--- config.mk ---
export PLATFORM = sky130hd
export DESIGN_NAME = tlt_tl_adapter_flat
export DESIGN_NICKNAME = d
export VERILOG_FILES = /design/src/rtl/tlt_tl_adapter_pkg.sv /design/src/rtl/tlt_tl_adapter_if.sv /design/src/rtl/tlt_rob.sv /design/src/rtl/tlt_tl_adapter.sv /design/src/flat_wrapper.sv
export SDC_FILE = /design/constraint.sdc
export NUM_CORES = 1
export LEC_CHECK = 0
export ABC_AREA = 1
export ABC_CLOCK_PERIOD_IN_PS = 5000
export CORE_ASPECT_RATIO = 1.2
export CORE_MARGIN = 3
export CORE_UTILIZATION = 44
export DETAILED_ROUTE_END_ITERATION = 6
export PLACE_DENSITY = 0.78
export SETUP_SLACK_MARGIN = 0.1
export SYNTH_ARGS = -nofsm -noshare
export SYNTH_HDL_FRONTEND = slang
export SYNTH_SLANG_ARGS = --single-unit
export TNS_END_PERCENT = 1
--- constraint.sdc ---
create_clock -name clock -period 5 [get_ports clock]
set_input_delay 0.5 -clock clock [delete_from_list [all_inputs] [get_ports clock]]
set_output_delay 0.5 -clock clock [all_outputs]
set_load 0.02 [all_outputs]
--- src/rtl/tlt_tl_adapter_pkg.sv ---
// Shared TileLink-UL encodings and helpers for the test-driver to TL-UL adapter.
package tlt_tl_adapter_pkg;

  localparam logic [2:0] TL_A_PUT_FULL_DATA   = 3'd0;
  localparam logic [2:0] TL_A_GET             = 3'd4;
  localparam logic [2:0] TL_D_ACCESS_ACK      = 3'd0;
  localparam logic [2:0] TL_D_ACCESS_ACK_DATA = 3'd1;

  typedef struct packed {
    logic pending;
    logic done;
    logic is_write;
  } rob_ctl_t;

  // TL a_size is log2 of the transfer size in bytes.
  function automatic logic [2:0] tl_size(input int data_bits);
    return 3'($clog2(data_bits / 8));
  endfunction

endpackage

--- src/rtl/tlt_tl_adapter_if.sv ---
// Bundles the driver request/response stream, TL A/D channels and error flags.
interface tlt_tl_adapter_if #(
  parameter int ADDR_BITS = 64,
  parameter int DATA_BITS = 32,
  parameter int INFLIGHT  = 4
);
  localparam int SRC_BITS = $clog2(INFLIGHT);

  logic                   tlt_req_valid;
  logic                   tlt_req_ready;
  logic [ADDR_BITS-1:0]   tlt_req_bits_addr;
  logic [DATA_BITS-1:0]   tlt_req_bits_data;
  logic                   tlt_req_bits_is_write;
  logic                   tlt_resp_valid;
  logic [DATA_BITS-1:0]   tlt_resp_bits_data;

  logic                   a_valid;
  logic                   a_ready;
  logic [2:0]             a_opcode;
  logic [2:0]             a_param;
  logic [2:0]             a_size;
  logic [SRC_BITS-1:0]    a_source;
  logic [ADDR_BITS-1:0]   a_address;
  logic [DATA_BITS/8-1:0] a_mask;
  logic [DATA_BITS-1:0]   a_data;

  logic                   d_valid;
  logic                   d_ready;
  logic [2:0]             d_opcode;
  logic [SRC_BITS-1:0]    d_source;
  logic [DATA_BITS-1:0]   d_data;
  logic                   d_denied;
  logic                   d_corrupt;

  logic                   err_denied;
  logic                   err_unexpected;

  modport master (
    input  tlt_req_valid, tlt_req_bits_addr, tlt_req_bits_data, tlt_req_bits_is_write,
    output tlt_req_ready, tlt_resp_valid, tlt_resp_bits_data,
    output a_valid, a_opcode, a_param, a_size, a_source, a_address, a_mask, a_data,
    input  a_ready,
    input  d_valid, d_opcode, d_source, d_data, d_denied, d_corrupt,
    output d_ready,
    output err_denied, err_unexpected
  );

  modport slave (
    output tlt_req_valid, tlt_req_bits_addr, tlt_req_bits_data, tlt_req_bits_is_write,
    input  tlt_req_ready, tlt_resp_valid, tlt_resp_bits_data,
    input  a_valid, a_opcode, a_param, a_size, a_source, a_address, a_mask, a_data,
    output a_ready,
    output d_valid, d_opcode, d_source, d_data, d_denied, d_corrupt,
    input  d_ready,
    input  err_denied, err_unexpected
  );

endinterface

--- src/rtl/tlt_rob.sv ---
// Reorder buffer: allocates in order at tail, completes by source index, retires in order at head.
module tlt_rob
  import tlt_tl_adapter_pkg::*;
#(
  parameter int DATA_BITS = 32,
  parameter int INFLIGHT  = 4,
  localparam int IDX_W    = $clog2(INFLIGHT)
) (
  input  logic                 clock,
  input  logic                 reset,
  input  logic                 alloc_en,
  input  logic                 alloc_is_write,
  output logic [IDX_W-1:0]     tail,
  output logic                 slot_free,
  input  logic                 cmpl_en,
  input  logic [IDX_W-1:0]     cmpl_idx,
  input  logic [DATA_BITS-1:0] cmpl_data,
  output logic                 cmpl_ok,
  output logic                 resp_valid,
  output logic [DATA_BITS-1:0] resp_data
);

  localparam logic [IDX_W:0] CAPACITY = (IDX_W+1)'(INFLIGHT);

  rob_ctl_t             ctl  [INFLIGHT];
  logic [DATA_BITS-1:0] data [INFLIGHT];
  logic [IDX_W-1:0]     head;
  logic [IDX_W-1:0]     tail_q;
  logic [IDX_W:0]       count;
  logic                 retire;

  assign tail      = tail_q;
  assign slot_free = (count < CAPACITY);
  assign retire    = ctl[head].pending && ctl[head].done;
  // A beat for the slot being allocated this cycle is not yet pending and so is rejected.
  assign cmpl_ok   = ctl[cmpl_idx].pending && !ctl[cmpl_idx].done;

  always_ff @(posedge clock or posedge reset) begin
    if (reset) begin
      for (int i = 0; i < INFLIGHT; i++) begin
        ctl[i]  <= '0;
        data[i] <= '0;
      end
      head       <= '0;
      tail_q     <= '0;
      count      <= '0;
      resp_valid <= 1'b0;
      resp_data  <= '0;
    end else begin
      for (int i = 0; i < INFLIGHT; i++) begin
        if (retire && head == IDX_W'(i)) begin
          ctl[i]  <= '0;
          data[i] <= '0;
        end
        if (alloc_en && tail_q == IDX_W'(i)) begin
          ctl[i] <= '{pending: 1'b1, done: 1'b0, is_write: alloc_is_write};
        end
        if (cmpl_en && cmpl_ok && cmpl_idx == IDX_W'(i)) begin
          ctl[i].done <= 1'b1;
          data[i]     <= ctl[i].is_write ? '0 : cmpl_data;
        end
      end

      if (alloc_en) tail_q <= tail_q + 1'b1;
      if (retire)   head   <= head + 1'b1;

      case ({alloc_en, retire})
        2'b10:   count <= count + 1'b1;
        2'b01:   count <= count - 1'b1;
        default: count <= count;
      endcase

      resp_valid <= retire;
      resp_data  <= retire ? data[head] : '0;
    end
  end

endmodule

--- src/rtl/tlt_tl_adapter.sv ---
// Converts the driver's request stream into TL-UL Get/PutFullData and returns in-order responses.
module tlt_tl_adapter
  import tlt_tl_adapter_pkg::*;
#(
  parameter int ADDR_BITS = 64,
  parameter int DATA_BITS = 32,
  parameter int INFLIGHT  = 4,
  localparam int SRC_BITS = $clog2(INFLIGHT)
) (
  input logic         clock,
  input logic         reset,
  tlt_tl_adapter_if.master bus
);

  logic                 slot_free;
  logic                 accept;
  logic                 cmpl_ok;
  logic [SRC_BITS-1:0]  tail;
  logic [DATA_BITS-1:0] cmpl_data;
  logic                 resp_valid;
  logic [DATA_BITS-1:0] resp_data;
  logic                 err_denied_q;
  logic                 err_unexpected_q;

  // Issue is a pure pass-through gated only by ROB occupancy.
  assign bus.a_valid       = bus.tlt_req_valid && slot_free;
  assign bus.tlt_req_ready = bus.a_ready && slot_free;
  assign accept            = bus.tlt_req_valid && bus.tlt_req_ready;

  assign bus.a_opcode  = bus.tlt_req_bits_is_write ? TL_A_PUT_FULL_DATA : TL_A_GET;
  assign bus.a_param   = 3'd0;
  assign bus.a_size    = tl_size(DATA_BITS);
  assign bus.a_source  = tail;
  assign bus.a_address = bus.tlt_req_bits_addr;
  assign bus.a_mask    = '1;
  assign bus.a_data    = bus.tlt_req_bits_data;

  // Every pending source already owns a ROB slot, so D never needs back-pressure.
  assign bus.d_ready = 1'b1;
  // A dataless ack carries no read data; the ROB zeroes writes on its own.
  assign cmpl_data   = (bus.d_opcode == TL_D_ACCESS_ACK_DATA) ? bus.d_data : '0;

  tlt_rob #(
    .DATA_BITS (DATA_BITS),
    .INFLIGHT  (INFLIGHT)
  ) u_rob (
    .clock          (clock),
    .reset          (reset),
    .alloc_en       (accept),
    .alloc_is_write (bus.tlt_req_bits_is_write),
    .tail           (tail),
    .slot_free      (slot_free),
    .cmpl_en        (bus.d_valid),
    .cmpl_idx       (bus.d_source),
    .cmpl_data      (cmpl_data),
    .cmpl_ok        (cmpl_ok),
    .resp_valid     (resp_valid),
    .resp_data      (resp_data)
  );

  assign bus.tlt_resp_valid     = resp_valid;
  assign bus.tlt_resp_bits_data = resp_data;

  always_ff @(posedge clock or posedge reset) begin
    if (reset) begin
      err_denied_q     <= 1'b0;
      err_unexpected_q <= 1'b0;
    end else if (bus.d_valid) begin
      if (cmpl_ok) err_denied_q     <= err_denied_q | bus.d_denied | bus.d_corrupt;
      else         err_unexpected_q <= 1'b1;
    end
  end

  assign bus.err_denied     = err_denied_q;
  assign bus.err_unexpected = err_unexpected_q;

endmodule

--- src/flat_wrapper.sv ---
// flat-port wrapper written by rule: the top's interface ports become plain ports
module tlt_tl_adapter_flat import tlt_tl_adapter_pkg::*;
#(
  parameter int ADDR_BITS = 64,
  parameter int DATA_BITS = 32,
  parameter int INFLIGHT  = 4,
  localparam int SRC_BITS = $clog2(INFLIGHT)
)
  (clock, reset, bus_tlt_req_valid, bus_tlt_req_bits_addr, bus_tlt_req_bits_data, bus_tlt_req_bits_is_write, bus_tlt_req_ready, bus_tlt_resp_valid, bus_tlt_resp_bits_data, bus_a_valid, bus_a_opcode, bus_a_param, bus_a_size, bus_a_source, bus_a_address, bus_a_mask, bus_a_data, bus_a_ready, bus_d_valid, bus_d_opcode, bus_d_source, bus_d_data, bus_d_denied, bus_d_corrupt, bus_d_ready, bus_err_denied, bus_err_unexpected);
  tlt_tl_adapter_if #(.ADDR_BITS(ADDR_BITS), .DATA_BITS(DATA_BITS), .INFLIGHT(INFLIGHT)) bus_i ();
  input logic clock;
  input logic reset;
  input wire logic [$bits(bus_i.tlt_req_valid)-1:0] bus_tlt_req_valid;
  input wire logic [$bits(bus_i.tlt_req_bits_addr)-1:0] bus_tlt_req_bits_addr;
  input wire logic [$bits(bus_i.tlt_req_bits_data)-1:0] bus_tlt_req_bits_data;
  input wire logic [$bits(bus_i.tlt_req_bits_is_write)-1:0] bus_tlt_req_bits_is_write;
  output wire logic [$bits(bus_i.tlt_req_ready)-1:0] bus_tlt_req_ready;
  output wire logic [$bits(bus_i.tlt_resp_valid)-1:0] bus_tlt_resp_valid;
  output wire logic [$bits(bus_i.tlt_resp_bits_data)-1:0] bus_tlt_resp_bits_data;
  output wire logic [$bits(bus_i.a_valid)-1:0] bus_a_valid;
  output wire logic [$bits(bus_i.a_opcode)-1:0] bus_a_opcode;
  output wire logic [$bits(bus_i.a_param)-1:0] bus_a_param;
  output wire logic [$bits(bus_i.a_size)-1:0] bus_a_size;
  output wire logic [$bits(bus_i.a_source)-1:0] bus_a_source;
  output wire logic [$bits(bus_i.a_address)-1:0] bus_a_address;
  output wire logic [$bits(bus_i.a_mask)-1:0] bus_a_mask;
  output wire logic [$bits(bus_i.a_data)-1:0] bus_a_data;
  input wire logic [$bits(bus_i.a_ready)-1:0] bus_a_ready;
  input wire logic [$bits(bus_i.d_valid)-1:0] bus_d_valid;
  input wire logic [$bits(bus_i.d_opcode)-1:0] bus_d_opcode;
  input wire logic [$bits(bus_i.d_source)-1:0] bus_d_source;
  input wire logic [$bits(bus_i.d_data)-1:0] bus_d_data;
  input wire logic [$bits(bus_i.d_denied)-1:0] bus_d_denied;
  input wire logic [$bits(bus_i.d_corrupt)-1:0] bus_d_corrupt;
  output wire logic [$bits(bus_i.d_ready)-1:0] bus_d_ready;
  output wire logic [$bits(bus_i.err_denied)-1:0] bus_err_denied;
  output wire logic [$bits(bus_i.err_unexpected)-1:0] bus_err_unexpected;
  assign bus_i.tlt_req_valid = bus_tlt_req_valid;
  assign bus_i.tlt_req_bits_addr = bus_tlt_req_bits_addr;
  assign bus_i.tlt_req_bits_data = bus_tlt_req_bits_data;
  assign bus_i.tlt_req_bits_is_write = bus_tlt_req_bits_is_write;
  assign bus_tlt_req_ready = bus_i.tlt_req_ready;
  assign bus_tlt_resp_valid = bus_i.tlt_resp_valid;
  assign bus_tlt_resp_bits_data = bus_i.tlt_resp_bits_data;
  assign bus_a_valid = bus_i.a_valid;
  assign bus_a_opcode = bus_i.a_opcode;
  assign bus_a_param = bus_i.a_param;
  assign bus_a_size = bus_i.a_size;
  assign bus_a_source = bus_i.a_source;
  assign bus_a_address = bus_i.a_address;
  assign bus_a_mask = bus_i.a_mask;
  assign bus_a_data = bus_i.a_data;
  assign bus_i.a_ready = bus_a_ready;
  assign bus_i.d_valid = bus_d_valid;
  assign bus_i.d_opcode = bus_d_opcode;
  assign bus_i.d_source = bus_d_source;
  assign bus_i.d_data = bus_d_data;
  assign bus_i.d_denied = bus_d_denied;
  assign bus_i.d_corrupt = bus_d_corrupt;
  assign bus_d_ready = bus_i.d_ready;
  assign bus_err_denied = bus_i.err_denied;
  assign bus_err_unexpected = bus_i.err_unexpected;
  tlt_tl_adapter #(.ADDR_BITS(ADDR_BITS), .DATA_BITS(DATA_BITS), .INFLIGHT(INFLIGHT)) u_core (.clock(clock), .reset(reset), .bus(bus_i));
endmodule
==> metrics.txt, run 1 <==
# TYPE chip_impl_metric gauge
chip_impl_metric{name="final-setup-viol-count",unit=""} 0
chip_impl_metric{name="synth_cell_types",unit=""} 24
chip_impl_metric{name="dpl.hpwl",unit="mm"} 15.57
chip_impl_metric{name="timing.critical_path.arrival",unit="ns"} 3.75
chip_impl_metric{name="final_design_instance_area_without_fill",unit="sq um"} 10660
chip_impl_metric{name="antenna_cells_inserted",unit=""} 0
chip_impl_metric{name="port_buffers",unit=""} 84
chip_impl_metric{name="synth-adder-area-share",unit="%"} 1.326
chip_impl_metric{name="period_utilization_post_route",unit="%"} 67.64
chip_impl_metric{name="cts-resized-gates",unit=""} 0
chip_impl_metric{name="yosys.area_share.xor_xnor",unit="%"} 0.3502
chip_impl_metric{name="routed_wire_length_per_instance",unit="um"} 18.35
chip_impl_info{name="unrepaired_setup_endpoints_after_global_routing",value="no"} 1
chip_impl_metric{name="drc",unit=""} 0
chip_impl_metric{name="first_pass_grt_wire_length",unit="mm"} 44.55
chip_impl_metric{name="pin_count_of_the_biggest_net_entering_global_routing",unit=""} 183
chip_impl_metric{name="postCtsSetupBuffers",unit=""} 0
chip_impl_metric{name="layout-area-overhead-vs-synth",unit="%"} 6.566
chip_impl_metric{name="post_layout_minimum_cycle_time",unit="ns"} 3.382
chip_impl_metric{name="design.final.nets",unit=""} 1350
chip_impl_metric{name="die_h",unit="um"} 171.2
chip_impl_metric{name="cts-buffers-inserted",unit=""} 17
chip_impl_metric{name="clk_transition_reported_paths",unit="ns"} 0.06
chip_impl_metric{name="dr.first_iter.drc_count",unit=""} 1330
chip_impl_metric{name="routed_via_density",unit=""} 5.879
chip_impl_metric{name="synth_compound_area_share",unit="%"} 5.353
chip_impl_metric{name="antenna_violations_before_repair",unit=""} 0
chip_impl_metric{name="critical_path.max_fanout",unit=""} 40
chip_impl_metric{name="slew_viols_final",unit=""} 0
chip_impl_metric{name="tightestPinTransition",unit="ns"} 1.327
chip_impl_metric{name="worst_ep_required_time",unit="ns"} 5.37
chip_impl_metric{name="drt-total-wl",unit="mm"} 27.25
chip_impl_metric{name="die_width",unit="um"} 143.7
chip_impl_metric{name="ir_worst_vdd",unit="mV"} 0.3030
chip_impl_info{name="main_combinational_cell_family_by_area_after_synthesis",value="simple AND/OR/NAND/NOR gates"} 1
chip_impl_metric{name="total_power",unit="mW"} 5.436
chip_impl_metric{name="gpl.final_weighted_congestion",unit=""} 0.8077
chip_impl_metric{name="grt_usage",unit="%"} 22.56
chip_impl_info{name="timing.critical_path.from_type",value="register"} 1
chip_impl_metric{name="timing.fmax",unit="MHz"} 295.7
chip_impl_metric{name="core",unit="sq um"} 22000
chip_impl_metric{name="clockBufferDepth",unit=""} 2
chip_impl_metric{name="cts_hold_buffers",unit=""} 0
chip_impl_metric{name="timing.max_slew.rel_slack",unit="%"} 11.54
chip_impl_metric{name="power_density",unit="nW/um^2"} 509.8
chip_impl_metric{name="clk_latency",unit="ns"} 0.44
chip_impl_metric{name="floorplan.die_area",unit="sq um"} 24590
chip_impl_metric{name="final.setup.tns",unit="ns"} 0
chip_impl_metric{name="p_leak",unit="nW"} 5.423
chip_impl_metric{name="postSynthCellCount",unit=""} 1283
chip_impl_info{name="setup.worst_path.class",value="reg2reg"} 1
chip_impl_metric{name="dr.pass1.iters",unit=""} 6
chip_impl_metric{name="synth-warning-count",unit=""} 0
chip_impl_metric{name="globalRoute.totalOverflow",unit=""} 0
chip_impl_info{name="tritoncts_clock_tree",value="built"} 1
chip_impl_metric{name="final.setup.worst_slack",unit="ns"} 1.618
chip_impl_metric{name="htree_levels",unit=""} 4
chip_impl_metric{name="vias",unit=""} 8730
chip_impl_metric{name="clkSinkCount",unit=""} 182
chip_impl_metric{name="layout-drive-gt1-share",unit="%"} 5.367
chip_impl_metric{name="yosys_register_bits",unit=""} 182
chip_impl_metric{name="final.fill_count",unit=""} 2073
chip_impl_metric{name="finalHoldViolations",unit=""} 0
chip_impl_metric{name="synth_sequential_area_ratio",unit="%"} 45.52
chip_impl_metric{name="timing.max_cap.violations",unit=""} 0
chip_impl_info{name="root_buffer_cell",value="clkbuf_16"} 1
chip_impl_metric{name="via_count_of_the_first_global_routing_pass",unit=""} 8618
chip_impl_metric{name="post-place-ws",unit="ns"} 1.502
chip_impl_info{name="outcome",value="finished, final reports clean"} 1
chip_impl_metric{name="synth-simple-area-share",unit="%"} 33.22
chip_impl_metric{name="yosys-mux-area-fraction",unit="%"} 0
chip_impl_metric{name="io-pin-count",unit=""} 290
chip_impl_metric{name="initial_standard_cell_utilization_of_the_core",unit="%"} 45.48
chip_impl_metric{name="detail-route-antenna-nets",unit=""} 0
chip_impl_metric{name="summed_instance_area_of_the_synthesized_netlist",unit="sq um"} 10000
chip_impl_metric{name="synthesis.area_per_instance",unit="sq um"} 7.798
chip_impl_info{name="cp-end-kind",value="register"} 1
chip_impl_info{name="hold_path_class",value="reg2reg"} 1
chip_impl_metric{name="num_rows",unit=""} 59
chip_impl_metric{name="skew",unit="ns"} 0.01146
chip_impl_metric{name="place_area",unit="sq um"} 10070
[path summary, 6_finish.rpt]
| path | startpoint | endpoint | slack (ns) | depth (start not counted) |
|---|---|---|---|---|
| min in group asynchronous | reset | u_core.u_rob.resp_data[21] | 0.67 | 3 |
| max in group asynchronous | reset | u_core.u_rob.head[0] | 3.54 | 3 |
| worst min register to register | u_core.u_rob.count[0] | u_core.u_rob.count[0] | 0.48 | 1 |
| worst min-delay path | u_core.u_rob.count[0] | u_core.u_rob.count[0] | 0.48 | 1 |
| worst max-delay path | u_core.u_rob.head[0] | u_core.u_rob.data[86] | 1.62 | 9 |
| worst max register to register | u_core.u_rob.head[0] | u_core.u_rob.data[86] | 1.62 | 9 |
[kinds of logic (layout without fill, tap and decap cells)]
logic type,after synthesis,after routing
xor+xnor,4,4
simple gates,742,742
compound gates,106,106
flops,182,182
buf+inv,237,154
other cells,2,13
fa+ha+maj,10,10
[layout by cell type, fill, tap and decap left out, drive strengths merged]
master,count
xnor2,2
ha,9
fa,1
clkinvlp,3
clkdlybuf4s50,83
buf,23
a21oi,33
xor2,2
dfrtp,182
clkinv,3
nor3b,1
nor2,263
nand3,145
and2,1
nand2,200
clkbuf,23
inv,16
o21bai,2
o21ai,71
nand4,132
conb,13
bufinv,3
[where the power goes]
group / internal [mW] / switching, mW
combinational: 0.651 / 1.41
sequential: 1.74 / 0.260
clock: 0.809 / 0.565
[layout make-up]
cell class / count / area (sq um) / share of cell area (%)
sequential: 182 / 4556 / 42.73
inverter: 17 / 67.56 / 0.6337
clock inverter: 8 / 123.9 / 1.162
timing repair buffer: 106 / 1016 / 9.529
tap: 274 / 342.8 / 3.216
clock buffer: 23 / 467.9 / 4.389
multi-input combinational: 875 / 4088 / 38.34
[worst max-delay path, cell delays in order (launching register included)]
cell and delay (ns):
dfrtp_2 0.89, inv_2 0.09, nand3_1 0.10, nand3_1 0.11, nand2_2 0.67, inv_2 0.23
nand2_1 0.58, buf_4 0.40, nand3_1 0.14, nand2_1 0.09
[per-stage QoR]
stage | hold slack [ns] | util [%] | instances
3_5_place_dp | 0.4651 | 45.77 | 1454
5_1_grt | 0.5145 | 48.46 | 1485
3_3_place_gp | 0.4608 | 45.77 | 1454
6_report | 0.4773 | 48.46 | 1485
2_1_floorplan | 0.4465 | - | 1294
4_1_cts | 0.4759 | 48.46 | 1485
[flip-flops by register name, indices dropped and copies added, names as in the netlist]
signal and flops:
u_core.u_rob.data 128, u_core.u_rob.resp_data 32, u_core.u_rob.ctl 12, u_core.u_rob.count 3
u_core.u_rob.head 2, u_core.u_rob.tail 2, u_core.bus.err_denied 1, u_core.bus.err_unexpected 1
u_core.u_rob.resp_valid 1
[per-layer routing]
layer,vias up,global-route usage [%],part of all wire [%]
met3,92,5.673,9.1
met4,0,10.44,3.5
met5,-,0,0
met1,4170,28.83,39
met2,484,36.09,48
li1,3984,-,-
[cell usage after synthesis]
cell type	count	area share, %
nor2_1	261	9.8
nand2_1	198	7.4
dfrtp_1	182	46
nand3_1	145	7.3
nand4_1	132	8.3
buf_4	111	8.3
o21ai_0	71	3.6
clkbuf_1	63	2.4
a21oi_1	33	1.7
buf_2	22	1.1
buf_1	13	0.49
inv_1	12	0.45
buf_6	11	1.2
ha_1	9	1.1
inv_2	5	0.19
conb_1	2	0.075
nand2_2	2	0.13
nor2_4	2	0.23
o21bai_1	2	0.15
xnor2_1	2	0.18
xor2_1	2	0.18
and2_1	1	0.063
fa_1	1	0.20
nor3b_1	1	0.075
Note: power is estimated with default switching activity, not from simulation.
==> run 2: changes to the inputs <==
--- a/config.mk
+++ b/config.mk
@@ -6,7 +6,7 @@
 export NUM_CORES = 1
 export LEC_CHECK = 0
 export ABC_AREA = 1
-export ABC_CLOCK_PERIOD_IN_PS = 5000
+export ABC_CLOCK_PERIOD_IN_PS = 3000
 export CORE_ASPECT_RATIO = 1.2
 export CORE_MARGIN = 3
 export CORE_UTILIZATION = 44
==> constraint.sdc (replaced) <==
create_clock -name clock -period 3 [get_ports clock]
set_input_delay 0.3 -clock clock [delete_from_list [all_inputs] [get_ports clock]]
set_output_delay 0.3 -clock clock [all_outputs]
set_load 0.02 [all_outputs]
==> metrics.txt, run 2 (synthesized netlist as in run 1, its figures left out) <==
# TYPE chip_impl_metric gauge
chip_impl_info{name="critical_path.cell_chain",value="inv_2 > nand3_1 > nand2_2 > inv_2 > ha_1 > inv_1 > fa_1 > a21oi_1 > o21ai_0 > xnor2_1"} 1
chip_impl_metric{name="timing.critical_path.arrival",unit="ns"} 2.76
chip_impl_metric{name="gpl.final_weighted_congestion",unit=""} 0.8563
chip_impl_info{name="crit_path_top_delay_cell",value="dfrtp_1"} 1
chip_impl_info{name="outcome",value="finished, final reports clean"} 1
chip_impl_metric{name="htree_levels",unit=""} 4
chip_impl_metric{name="dpl.hpwl",unit="mm"} 16.79
chip_impl_info{name="tritoncts_clock_tree",value="built"} 1
chip_impl_metric{name="p_leak",unit="nW"} 5.526
chip_impl_info{name="timing.critical_path.from_type",value="register"} 1
chip_impl_metric{name="port_buffers",unit=""} 84
chip_impl_metric{name="initial_standard_cell_utilization_of_the_core",unit="%"} 45.48
chip_impl_metric{name="finalHoldViolations",unit=""} 0
chip_impl_metric{name="die_h",unit="um"} 171.2
chip_impl_info{name="hold_path_class",value="in2async"} 1
chip_impl_metric{name="non_filler_cells_final",unit=""} 1500
chip_impl_metric{name="cts_hold_buffers",unit=""} 0
chip_impl_metric{name="slowest_delay",unit="ns"} 0.72
chip_impl_metric{name="dr.first_iter.drc_count",unit=""} 1182
chip_impl_metric{name="clockBufferDepth",unit=""} 2
chip_impl_info{name="setup.worst_path.class",value="reg2reg"} 1
chip_impl_info{name="timing.rr.start",value="u_core.u_rob.head[1]"} 1
chip_impl_metric{name="placedCellCount",unit=""} 1469
chip_impl_info{name="critical_path.most_common_cell",value="inv_2"} 1
chip_impl_metric{name="final.fill_count",unit=""} 2047
chip_impl_metric{name="design.final.nets",unit=""} 1365
chip_impl_metric{name="drc",unit=""} 0
chip_impl_metric{name="wl_met1",unit="mm"} 10.77
chip_impl_metric{name="globalRoute.totalOverflow",unit=""} 0
chip_impl_metric{name="pin_count_of_the_biggest_net_entering_global_routing",unit=""} 94
chip_impl_info{name="most_frequent_standard_cell_in_the_layout_excluding_fill_and_tap_cells",value="nor2_1"} 1
chip_impl_metric{name="fin_hold_ws",unit="ns"} 0.2870
chip_impl_metric{name="antenna_cells_inserted",unit=""} 0
chip_impl_info{name="path_delay_family",value="flip-flops"} 1
chip_impl_info{name="registers.top_by_ff_count",value="u_core.u_rob.data"} 1
chip_impl_metric{name="post_layout_minimum_cycle_time",unit="ns"} 2.438
chip_impl_metric{name="via_count_of_the_first_global_routing_pass",unit=""} 8911
chip_impl_metric{name="tightestPinTransition",unit="ns"} 0.8123
chip_impl_metric{name="floorplan.die_area",unit="sq um"} 24590
chip_impl_metric{name="cts-resized-gates",unit=""} 0
chip_impl_info{name="cp-end-kind",value="register"} 1
chip_impl_info{name="top_registers",value="u_core.u_rob.data (128), u_core.u_rob.resp_data (32), u_core.u_rob.ctl (12)"} 1
chip_impl_metric{name="flip_flop_count_of_the_largest_register_after_layout",unit=""} 128
chip_impl_metric{name="vias",unit=""} 8991
chip_impl_metric{name="skew",unit="ns"} 0.009821
chip_impl_metric{name="routed_wire_length_per_instance",unit="um"} 19.00
chip_impl_metric{name="power_density",unit="nW/um^2"} 858.5
chip_impl_info{name="final_cell_mix",value="nor2_1, nand2_1, dfrtp_1"} 1
chip_impl_metric{name="ir_worst_vdd",unit="mV"} 0.7117
chip_impl_metric{name="antenna_violations_before_repair",unit=""} 0
chip_impl_metric{name="timing.max_slew.rel_slack",unit="%"} 45.66
chip_impl_metric{name="clk_transition_reported_paths",unit="ns"} 0.07
chip_impl_metric{name="grt_usage",unit="%"} 23.05
chip_impl_info{name="unrepaired_setup_endpoints_after_global_routing",value="no"} 1
chip_impl_metric{name="dr.pass1.iters",unit=""} 7
chip_impl_metric{name="period_utilization_post_route",unit="%"} 81.27
chip_impl_metric{name="wl_met3",unit="mm"} 2.874
chip_impl_metric{name="core",unit="sq um"} 22000
chip_impl_metric{name="drt-total-wl",unit="mm"} 28.50
chip_impl_metric{name="path_buf_inv",unit=""} 3
chip_impl_metric{name="clk_latency",unit="ns"} 0.44
chip_impl_metric{name="detail-route-antenna-nets",unit=""} 0
chip_impl_metric{name="final.setup.tns",unit="ns"} 0
chip_impl_metric{name="clkSinkCount",unit=""} 182
chip_impl_info{name="top_layer",value="met4"} 1
chip_impl_metric{name="slew_viols_final",unit=""} 0
chip_impl_metric{name="finalCoreUtilization",unit="%"} 49.31
chip_impl_metric{name="layout-area-overhead-vs-synth",unit="%"} 8.429
chip_impl_metric{name="timing.fmax",unit="MHz"} 410.2
chip_impl_metric{name="cts-buffers-inserted",unit=""} 17
chip_impl_metric{name="die_width",unit="um"} 143.7
chip_impl_metric{name="routed_via_density",unit=""} 5.994
chip_impl_metric{name="met2RoutedLength",unit="mm"} 13.82
chip_impl_metric{name="worst_ep_required_time",unit="ns"} 3.33
chip_impl_metric{name="final-setup-viol-count",unit=""} 0
chip_impl_metric{name="io-pin-count",unit=""} 290
chip_impl_metric{name="num_rows",unit=""} 59
chip_impl_info{name="root_buffer_cell",value="clkbuf_16"} 1
chip_impl_metric{name="postCtsSetupBuffers",unit=""} 0
chip_impl_metric{name="critical_path.max_fanout",unit=""} 14
chip_impl_metric{name="layout-drive-gt1-share",unit="%"} 6.770
chip_impl_metric{name="first_pass_grt_wire_length",unit="mm"} 45.33
chip_impl_info{name="crit_path_start",value="u_core.u_rob.head[1]"} 1
chip_impl_metric{name="timing.max_cap.violations",unit=""} 0
-- run 2: changes by cell type in the layout (fill, tap and decap cells not counted) --
cell      change
buf_4        +11
buf_12        +4
clkbuf_1      -3
inv_6         +2
clkbuf_8      +1
clkinv_2      -1
clkinv_4      +1
-- run 2: area by class of cell --
cell class | count | area (sq um) | area share (%)
sequential | 182 | 4556 | 42.00
multi-input combinational | 875 | 4088 | 37.68
timing repair buffer | 121 | 1179 | 10.87
clock buffer | 21 | 470.5 | 4.337
tap | 274 | 342.8 | 3.160
clock inverter | 10 | 145.1 | 1.338
inverter | 17 | 67.56 | 0.6228
-- run 2: path summary, 6_finish.rpt --
check | cells after the start | end | slack (ns)
min reg2reg | 1 | u_core.bus.err_denied | 0.49
min in group clock | 4 | u_core.u_rob.ctl[7] | 0.43
max in group asynchronous | 3 | u_core.u_rob.data[38] | 1.96
max | 10 | u_core.u_rob.count[2] | 0.56
max reg2reg | 10 | u_core.u_rob.count[2] | 0.56
min | 2 | u_core.u_rob.resp_data[22] | 0.29
-- run 2: power breakdown --
part,switching [mW],internal [mW]
Combinational,2.45,1.17
Sequential,0.430,2.91
Clock,0.975,1.38
Total,3.85,5.46
-- run 2: metal layers --
metal	vias to the layer above	global-route usage [%]
met2	569	36.83
li1	4007	-
met4	0	11.75
met3	111	5.200
met1	4304	29.44
met5	-	0
-- run 2: through the flow --
stage / instance area (sq um) / setup WS (ns) / power (mW)
after floorplan: 10050 / 0.3634 / 5.833
after CTS: 10850 / 0.6243 / 9.273
after detailed placement: 10230 / 0.6106 / 6.918
after global placement: 10230 / 0.7079 / 6.848
after global routing: 10850 / 0.3777 / 9.783
final: 10850 / 0.5619 / 9.313
